### config.mk
export PLATFORM = sky130hd
export DESIGN_NAME = cpu_io_port
export DESIGN_NICKNAME = d
export VERILOG_FILES = /design/src/rtl/cpu_io_port.sv
export SDC_FILE = /design/constraint.sdc
export NUM_CORES = 1
export LEC_CHECK = 0
export ABC_AREA = 1
export BUFFER_PORTS_ARGS = -buffer_cell sky130_fd_sc_hd__buf_2
export CELL_PAD_IN_SITES_DETAIL_PLACEMENT = 1
export CELL_PAD_IN_SITES_GLOBAL_PLACEMENT = 2
export CORE_UTILIZATION = 34
export CTS_CLUSTER_SIZE = 10
export DETAILED_ROUTE_END_ITERATION = 10
export PLACE_DENSITY_LB_ADDON = 0.1
export SETUP_SLACK_MARGIN = 0.05
export SYNTH_ARGS = -nofsm -noshare
export SYNTH_HDL_FRONTEND = slang
export SYNTH_SLANG_ARGS = --single-unit
### constraint.sdc
create_clock -name clk -period 1.7 [get_ports clk]
set_input_delay 0.085 -clock clk [delete_from_list [all_inputs] [get_ports clk]]
set_output_delay 0.085 -clock clk [all_outputs]
set_load 0.02 [all_outputs]
### src/rtl/cpu_io_port.sv
// rtl/cpu_io_port.sv - CPU-side word I/O port with TX and RX FIFOs
//
// Purpose: buffers CPU output-register writes toward the host (TX FIFO) and
// host-supplied words toward the CPU (RX FIFO), with sticky error flags.
//
// Ports:
//   clk, rst                    clock, synchronous active-high reset
//   cpu_out, cpu_out_wr         CPU write into the TX FIFO
//   cpu_in, cpu_in_valid        RX FIFO head word (0 when empty) and non-empty
//   cpu_in_ack                  CPU consumed the RX head word
//   host_tx_data/valid/ready    TX FIFO head toward the host, valid/ready
//   host_rx_data/valid/ready    host word into the RX FIFO, valid/ready
//   tx_count, rx_count          FIFO occupancy, 0..DEPTH
//   tx_overflow, rx_underflow   sticky error flags
//   flag_clr                    clears both sticky flags
module cpu_io_port #(
  parameter int DW    = 16,
  parameter int DEPTH = 4,
  parameter int AW    = 2
) (
  input  logic          clk,
  input  logic          rst,
  input  logic [DW-1:0] cpu_out,
  input  logic          cpu_out_wr,
  output logic [DW-1:0] cpu_in,
  output logic          cpu_in_valid,
  input  logic          cpu_in_ack,
  output logic [DW-1:0] host_tx_data,
  output logic          host_tx_valid,
  input  logic          host_tx_ready,
  input  logic [DW-1:0] host_rx_data,
  input  logic          host_rx_valid,
  output logic          host_rx_ready,
  output logic [AW:0]   tx_count,
  output logic [AW:0]   rx_count,
  output logic          tx_overflow,
  output logic          rx_underflow,
  input  logic          flag_clr
);

  localparam logic [AW:0] FULL = (AW+1)'(DEPTH);

  logic [DW-1:0] tx_mem [DEPTH];
  logic [DW-1:0] rx_mem [DEPTH];
  logic [AW-1:0] tx_rd, tx_wr, rx_rd, rx_wr;

  logic tx_push, tx_pop, tx_drop;
  logic rx_push, rx_pop, rx_empty_ack;

  // Valid/ready are forced low in reset so the host sees no transfer while
  // the registered counts are still settling.
  assign host_tx_valid = !rst && (tx_count != '0);
  assign cpu_in_valid  = !rst && (rx_count != '0);
  assign host_rx_ready = !rst && (rx_count < FULL);

  // Show-ahead heads; zero when empty.
  assign host_tx_data = host_tx_valid ? tx_mem[tx_rd] : '0;
  assign cpu_in       = cpu_in_valid  ? rx_mem[rx_rd] : '0;

  assign tx_pop  = host_tx_valid && host_tx_ready;
  // A full TX FIFO still accepts a write when the host drains a word in the
  // same cycle.
  assign tx_push = cpu_out_wr && ((tx_count < FULL) || tx_pop);
  assign tx_drop = cpu_out_wr && !tx_push;

  assign rx_push      = host_rx_valid && host_rx_ready;
  assign rx_pop       = cpu_in_ack && (rx_count != '0);
  assign rx_empty_ack = cpu_in_ack && (rx_count == '0);

  // Storage carries no reset; pointers/counts alone define what is valid.
  always_ff @(posedge clk) begin
    if (tx_push) tx_mem[tx_wr] <= cpu_out;
    if (rx_push) rx_mem[rx_wr] <= host_rx_data;
  end

  always_ff @(posedge clk) begin
    if (rst) begin
      tx_rd        <= '0;
      tx_wr        <= '0;
      tx_count     <= '0;
      rx_rd        <= '0;
      rx_wr        <= '0;
      rx_count     <= '0;
      tx_overflow  <= 1'b0;
      rx_underflow <= 1'b0;
    end else begin
      if (tx_push) tx_wr <= tx_wr + 1'b1;
      if (tx_pop)  tx_rd <= tx_rd + 1'b1;
      if (tx_push && !tx_pop)      tx_count <= tx_count + 1'b1;
      else if (tx_pop && !tx_push) tx_count <= tx_count - 1'b1;

      if (rx_push) rx_wr <= rx_wr + 1'b1;
      if (rx_pop)  rx_rd <= rx_rd + 1'b1;
      if (rx_push && !rx_pop)      rx_count <= rx_count + 1'b1;
      else if (rx_pop && !rx_push) rx_count <= rx_count - 1'b1;

      // New error in the same cycle as a clear leaves the flag set.
      tx_overflow  <= (tx_overflow  && !flag_clr) || tx_drop;
      rx_underflow <= (rx_underflow && !flag_clr) || rx_empty_ack;
    end
  end

endmodule

== Word-level counts from Yosys, hierarchy flattened ==
Memories as Yosys holds them, arrays and structs flattened. A register that Yosys moved wholly into a read port is not among the register bits.
Index checks and enable logic that the tools add are counted.
Operators by class
  muxes and demuxes: 14
  reductions and logical operators: 29
  add/sub/neg operators: 8
  $lt $le $gt $ge: 2
Operators with widths (count)
  $mux W16: 2
  $logic_and A1 B1 Y1: 15
  $mux W3: 4
  $add A2 B1 Y2 const B: 4
  $mux W2: 4
  $add A3 B1 Y3 const B: 2
  $logic_not A1 Y1: 6
  $lt A3 B3 Y1 const B: 2
  $reduce_bool A3 Y1: 2
  $sub A3 B1 Y3 const B: 2
  $mux W1: 4
  $reduce_bool A2 Y1: 2
  $logic_not A3 Y1: 1
  $logic_or A1 B1 Y1: 3
Storage, ports and cells
  bits in writable memories: 128
  register bits after elaboration: 16
  bits of input ports: 39
  memories: 2
Memories
  rx_mem: words 4, width 16, read ports 1, clocked after Yosys merged registers in 1, wr ports 1, RTL line 44  | logic [DW-1:0] rx_mem [DEPTH];
  tx_mem: words 4, width 16, read ports 1, clocked after Yosys merged registers in 1, wr ports 1, RTL line 43  | logic [DW-1:0] tx_mem [DEPTH];

== Logic depth before layout (Yosys ltp) ==
Gate-level depths: netlist of the first run.
  word-level depth: 9
  mapped depth: 12
  gate-level depth less buffers: 12

== Worst setup path before layout of the first run ==
OpenSTA, ideal clock, no wires.
  path kind: reg-to-reg
  from: register rx_count[2]
  to: register rx_count[2]
  required time: 1.586 ns
  cell stages (with the launch flop): 12
  path buffers: 0
  setup slack: -0.255 ns
  clock period less this slack: 1.955 ns
  arrival: 1.840 ns
  cells stage by stage: dfxtp_1 nor2_2 nand2_2 inv_1 ha_1 inv_1 fa_1 inv_1 nand2_1 nand3_1 xor2_1 nor2_1
Between the ends
  longest elaborated chain between the ends: 6
  elaborated cells on any way between the ends: 14
  classes of those cells: 2 x add/sub; 1 x order compare; 2 x mux; 9 x reduce/logical
RTL lines
  start: declaration: RTL line 35  | output logic [AW:0] rx_count,
  start signal: assignment: RTL line 94  | if (rx_push && !rx_pop) rx_count <= rx_count + 1'b1;
  start signal: assignment: RTL line 95  | else if (rx_pop && !rx_push) rx_count <= rx_count - 1'b1;
  $lt A3 B3 Y1 *: RTL line 54  | assign host_rx_ready = !rst && (rx_count < FULL);
  $logic_and A1 B1 Y1 *: RTL line 54
  via host_rx_ready: RTL line 33  | output logic host_rx_ready,
  $logic_and A1 B1 Y1 *: RTL line 66  | assign rx_push = host_rx_valid && host_rx_ready;
  via rx_push: RTL line 48  | logic rx_push, rx_pop, rx_empty_ack;
  $logic_not A1 Y1: RTL line 95
  $logic_and A1 B1 Y1: RTL line 95
  $reduce_bool A2 Y1 (no source line)
Mark *: on every way through the listed nets, which the timed path passes. The rest lies on a longest branch. The select of a mux whose other input is x is not followed.
A chain may end at the register's enable or synchronous reset.

==> out/qor.yml, run 1 <==
status: "complete, but fails checks"
failed_checks: "setup timing"
clock_latency_ns: 0.43
hold_class: "in2reg"
pwr-share-seq: 0.351
drtIter0Drc: 221
fin_crit_sh: 1.01
pwr-share-comb: 0.336
gp_congestion: 0.754
syn-num-nets: 570
fillCellCount: 1783
crit_fanout: 8
synth_cells: 519
drive_gt1_frac: 0.381
p_int_mw: 8.86
post-place-ws_ns: -0.0453
grt_pass1_vias: 4604
ys.warnings.count: 0
maxCapViolCount: 0
finalSetupViolCount: 2
layout.nets: 728
antenna-diode-count: 0
max_slew_margin: 0.810
end_kind: "primary output"
cts-root-buf: "clkbuf_16"
fin_ws_ns: -0.0194
vias: 4400
drt_wl_total_um: 15500
initial_core_util: 0.349
pwr_density_cell_nw_per_um2: 1490
rr_startpoint: "rx_count[2]$_SDFFE_PP0P_"
die_x_um: 135
clock_path_buffers: 2
syn_area_um2: 6060
finClkSkew_ns: 0.0112
vias_per_cell: 4.81
post_synth.cell_area_avg_um2: 11.7
grt_start_max_net_pins: 19
maxSlewViolCount: 0
die_area_um2: 18300
ant_nets: 0
cp-start-kind: "flip-flop"
cts_htree_levels: 4
fin_crit_ns: 1.72
power_switching_share: 0.323
ys_ff_latch: 148
whs_path_depth: 3
core-area_um2: 17400
crit_type: "reg2out"
rsz0062_at_grt: "true"
overflow: 0
holdWs_ns: 0.0839
crit_required_ns: 1.62
critPathSlowestCell: "dfxtp_4"
track_usage: 0.177
p_switching_mw: 4.23
first_pass_iters: 4
rr_worst_depth: 10
drc: 0
cp_cell_sequence: "buf_12 > buf_8 > nor2_4 > nor2_2 > o21ai_1 > a21oi_1 > buf_4"
fp.dieH_um: 135
hp-start: "rst"
leakage_nw: 3.28
worst_pin_slew_ns: 0.285
clk_pin_slew_ns: 0.06
syn2layout_area_growth_pct: 45.0
ir_worst_vdd_mv: 0.770
ys_seq_area_frac: 0.701
hold_viol_final: 0
max_freq_ghz: 0.582
post_drt_wl_per_cell_um: 17.0
ioPinCount: 82
synth_cell_type_count: 25
slowest_delay_ns: 0.38
grt_pass1_wl_um: 23800
cts_inserted_buffers: 17
cts_tree: "yes"
dp_hpwl_um: 9090
antenna_found_initial: 0
arrival_ns: 1.63
power.share.clock: 0.314
cts_sinks: 148
portBuffers: 81
rows: 48
## cell usage in the layout (no fill, tap or decap), types with 19 or more instances in the layout
master / Yosys / final
dlygate4sd3_1: 0 / 37
nor2_4: 0 / 20
nor2_1: 155 / 120
buf_4: 10 / 40
inv_1: 25 / 20
clkbuf_16: 0 / 19
edfxtp_1: 128 / 128
a21oi_1: 40 / 21
o21ai_1: 62 / 57
buf_2: 8 / 48
## flip-flops by register name, indices dropped and copies added, names as in the netlist, named ones only
register	flops
rx_count	3
rx_mem	64
rx_rd	2
rx_underflow	1
rx_wr	2
tx_count	3
tx_mem	64
tx_overflow	1
tx_rd	2
tx_wr	2
## power by group through the flow
stage	logic [mW]	registers [mW]	clock network, mW
final	4.40	4.59	4.10
after global routing	4.79	4.63	4.34
after CTS	3.87	4.56	4.19
after detailed placement	3.25	4.59	0
after global placement	3.17	4.57	0
after floorplan	1.97	4.66	0
## worst max-delay path, delay by kind of cell (launching register included)
| kind | cells | cell delay, ns |
|---|---|---|
| buf+inv | 3 | 0.43 |
| flops | 1 | 0.38 |
| compound gates | 2 | 0.27 |
| simple gates | 2 | 0.13 |
## final timing paths
check	endpoint	slack [ns]
worst min-delay path	rx_count[2]$_SDFFE_PP0P_	0.08
worst max-delay path	host_tx_data[0]	-0.02
worst max register to register	rx_count[2]$_SDFFE_PP0P_	0.04
worst min register to register	tx_overflow$_SDFF_PP0_	0.47
## cell families after synthesis
logic type / after synthesis / synth area share
xor+xnor: 3 / 0.00434
flops: 148 / 0.701
compound gates: 113 / 0.0944
simple gates: 186 / 0.122
fa+ha+maj: 12 / 0.0273
buf+inv: 57 / 0.0510
## cell type report
cell class | count | area [µm²] | area share
well taps | 225 | 282 | 0.0321
multi-input cells | 314 | 1900 | 0.217
clock buffers | 17 | 425 | 0.0485
clock inverters | 15 | 225 | 0.0257
repair buffers | 163 | 1530 | 0.174
flip-flops and latches | 148 | 4270 | 0.486
inverters | 33 | 144 | 0.0164
## synthesized netlist by cell type
library cell / number / area, µm²
nand2_2: 6 / 37.5
nor2_1: 155 / 582
dfxtp_1: 20 / 400
inv_4: 1 / 6.26
nand3_1: 2 / 10.0
o21ai_2: 1 / 8.76
inv_1: 25 / 93.8
o211ai_1: 1 / 7.51
buf_6: 6 / 67.6
a21oi_1: 40 / 200
nand2_1: 17 / 63.8
o21ai_0: 9 / 45.0
xor2_1: 3 / 26.3
nand2_4: 1 / 11.3
nand4_1: 1 / 6.26
nand3_2: 1 / 10.0
ha_1: 10 / 125
fa_1: 2 / 40.0
buf_4: 10 / 75.1
o21ai_1: 62 / 310
buf_2: 8 / 40.0
or2_2: 1 / 6.26
nor2_2: 2 / 12.5
edfxtp_1: 128 / 3840
inv_2: 7 / 26.3
## through the flow
step	setup TNS, ns	total power [mW]	instances	cell area [µm²]	util
floorplan	-4.84	6.64	519	6090	-
global placement	0	7.74	833	6950	0.400
detailed placement	-0.0491	7.83	833	6950	0.400
CTS	0	12.6	912	8360	0.481
global route	-1.54	13.8	915	8780	0.506
finish	-0.0262	13.1	915	8780	0.506
## per-layer routing
metal  up-vias  routed length, µm  part of all wire  GRT usage
li1       2106                  -                 -          -
met1      2212               6750              0.43      0.213
met2        68               8150              0.52      0.309
met3        14                433             0.028     0.0438
met4         0                212             0.014     0.0605
met5         -                  0                 0          0
## what timing repair did
item | CTS | global route
hold endpoints to repair | 132 | 0
buffers inserted | 7 | 1
gates cloned | 3 | 2
hold buffers | 37 | 0
setup endpoints to repair | 36 | 37
gates resized for setup | 74 | 107
pin swaps | 20 | 45
Power figures use the tool's default switching activity.
==> run 2: changes to the inputs <==
BUFFER_PORTS_ARGS = not set   (was -buffer_cell sky130_fd_sc_hd__buf_2)
CORE_UTILIZATION = 38   (was 34)
DONT_BUFFER_PORTS = 1   (was not set)
==> out/qor.yml, run 2 (same netlist as run 1, synthesis figures left out) <==
status: "complete, but fails checks"  # unchanged
failed_checks: "hold timing"  # was setup timing
antenna_found_initial: 0  # unchanged
track_usage: 0.185  # was 0.177
drt_wl_total_um: 14500  # was 15500 µm
crit_type: "reg2reg"  # was reg2out
fin_crit_ns: 1.67  # was 1.72 ns
vias_per_cell: 4.81  # about the same
total_power_mw: 12.0  # was 13.1 mW
ir_worst_vdd_mv: 0.669  # was 0.770 mV
cp-startpoint: "tx_count[0]$_SDFFE_PP0P_"
portBuffers: 0  # was 81
grt_pass1_wl_um: 22100  # was 23800 µm
maxSlewViolCount: 0  # unchanged
post_drt_wl_per_cell_um: 17.0  # about the same
hold_viol_final: 4  # was 0
finalSetupViolCount: 0  # was 2
max_freq_ghz: 0.598  # was 0.582 GHz
crit_required_ns: 2.02  # was 1.62 ns
overflow: 0  # unchanged
fp.dieH_um: 128  # was 135 µm
grt_pass1_vias: 4321  # was 4604
drive_gt1_frac: 0.289  # was 0.381
leakage_nw: 2.97  # was 3.28 nW
cp_cell_sequence: "nor2_4 > nand2_2 > nand3_2 > ha_4 > inv_4 > fa_2 > or2_4 > nand2_2 > nand2_1 > nand2_1 > nor2_1"  # was buf_12 > buf_8 > nor2_4 > nor2_2 > o21ai_1 > a21oi_1 > buf_4
ioPinCount: 82  # unchanged
power_switching_share: 0.334  # was 0.323
cts_tree: "yes"  # unchanged
syn2layout_area_growth_pct: 34.1  # was 45.0%
p_int_mw: 8.00  # was 8.86 mW
cts_sinks: 148  # unchanged
crit_family: "simple AND/OR/NAND/NOR gates"  # was buffers and inverters
clock_latency_ns: 0.42  # was 0.43 ns
layout.nets: 679  # was 728
cts_hold_buffers: 41  # was 37
power.share.clock: 0.291  # was 0.314
pwr_density_cell_nw_per_um2: 1480  # was 1490 nW/µm²
holdWs_ns: -0.270  # was 0.0839 ns
antenna-diode-count: 0  # unchanged
arrival_ns: 1.99  # was 1.63 ns
clock_path_buffers: 2  # unchanged
die_x_um: 128  # was 135 µm
max_slew_margin: 0.690  # was 0.810
first_pass_iters: 4  # unchanged
gp_congestion: 0.762  # was 0.754
final_common_cell: "nor2_1"  # was edfxtp_1
critPathSlowestCell: "dfxtp_4"  # unchanged
cts_inserted_buffers: 17  # unchanged
initial_core_util: 0.394  # was 0.349
pwr-share-seq: 0.383  # was 0.351
fin_crit_sh: 0.984  # was 1.01
worst_pin_slew_ns: 0.463  # was 0.285 ns
finClkSkew_ns: 0.00396  # was 0.0112 ns
drc: 0  # unchanged
critPathBufInv: 1  # was 3
p_switching_mw: 4.01  # was 4.23 mW
die_area_um2: 16400  # was 18300 µm²
end_kind: "flip-flop"  # was primary output
core-area_um2: 15400  # was 17400 µm²
ant_nets: 0  # unchanged
rr_startpoint: "tx_count[0]$_SDFFE_PP0P_"  # was rx_count[2]$_SDFFE_PP0P_
cp-start-kind: "flip-flop"  # unchanged
vias: 4094  # was 4400
cts-root-buf: "clkbuf_16"  # unchanged
dp_hpwl_um: 8850  # was 9090 µm
mostFrequentLayoutCells: "nor2_1 (131), edfxtp_1 (128), o21ai_1 (60), buf_4 (59), dlygate4sd3_1 (39)"  # was edfxtp_1 (128), nor2_1 (120), o21ai_1 (57), buf_2 (48), buf_4 (40)
slowest_delay_ns: 0.35  # was 0.38 ns
crit_fanout: 3  # was 8
hold_class: "in2reg"  # unchanged
maxCapViolCount: 0  # unchanged
rows: 45  # was 48
largestRegisters: "rx_mem: 64 flops, tx_mem: 64 flops"  # unchanged
cts_htree_levels: 4  # unchanged
hp-start: "rst"  # unchanged
clk_pin_slew_ns: 0.06  # about the same
drtIter0Drc: 118  # was 221
rsz0062_at_grt: "true"  # unchanged
grt_start_max_net_pins: 23  # was 19
pwr-share-comb: 0.326  # was 0.336
[run 2: cell types whose count changed in the layout (fill, tap and decap cells not counted), sizes merged]
cell,previous run,this run
buf,124,72
bufinv,5,1
clkinv,2,6
clkbuf,19,21
dlygate4sd3,37,39
inv,37,36
[run 2: final timing paths]
kind	endpoint	slack, ns	depth (start not counted)
worst max-delay path	tx_count[2]$_SDFFE_PP0P_	0.03	11
worst min-delay path	flip-flop	-0.27	1
worst max register to register	tx_count[2]$_SDFFE_PP0P_	0.03	11
worst min register to register	flip-flop	0.49	2
[run 2: area by class of cell]
cell class              count  area [µm²]
well taps                 211         264
clock inverters            14         130
repair buffers            114        1130
fillers                  1580        7250
clock buffers              18         429
multi-input cells         314        1760
inverters                  33         136
flip-flops and latches    148        4270
[run 2: timing repair]
action	in CTS	in global routing
hold endpoints to repair	148	4
setup endpoints to repair	37	38
cloned	1	4
buffers inserted	1	3
pin swaps	14	29
resized for setup	34	51
[run 2: stage by stage]
| step | setup WS [ns] | instance area (µm²) | setup TNS, ns | util | instances |
|---|---|---|---|---|---|
| after floorplan | -0.0751 | 6090 | -4.84 | - | 519 |
| after global placement | 0.000101 | 6740 | 0 | 0.439 | 772 |
| after detailed placement | -0.0680 | 6740 | -0.0890 | 0.439 | 772 |
| after CTS | 0.00242 | 7880 | 0 | 0.513 | 847 |
| after global routing | -0.0654 | 8120 | -0.731 | 0.528 | 852 |
| final | 0.0279 | 8120 | 0 | 0.528 | 852 |
[run 2: layer usage]
layer | share of wire | wire length (µm) | global-route usage
met3 | 0.036 | 517 | 0.0405
met2 | 0.54 | 7770 | 0.348
met1 | 0.41 | 5940 | 0.196
met4 | 0.018 | 256 | 0.0865
met5 | 0 | 0 | 0
[run 2: power groups by stage]
stage	registers (mW)	logic (mW)	clock network, mW
global route	4.63	4.27	3.71
CTS	4.56	3.60	3.58
global placement	4.58	3.13	0
finish	4.60	3.92	3.49
detailed placement	4.60	3.23	0
floorplan	4.66	1.97	0
[run 2: worst register-to-register path, cell delays in order, from the launching register on]
cell and delay, ns:
dfxtp_4 0.35, nor2_4 0.10, nand2_2 0.06, nand3_2 0.10, ha_4 0.14, inv_4 0.04
fa_2 0.34, or2_4 0.24, nand2_2 0.06, nand2_1 0.05, nand2_1 0.05, nor2_1 0.05
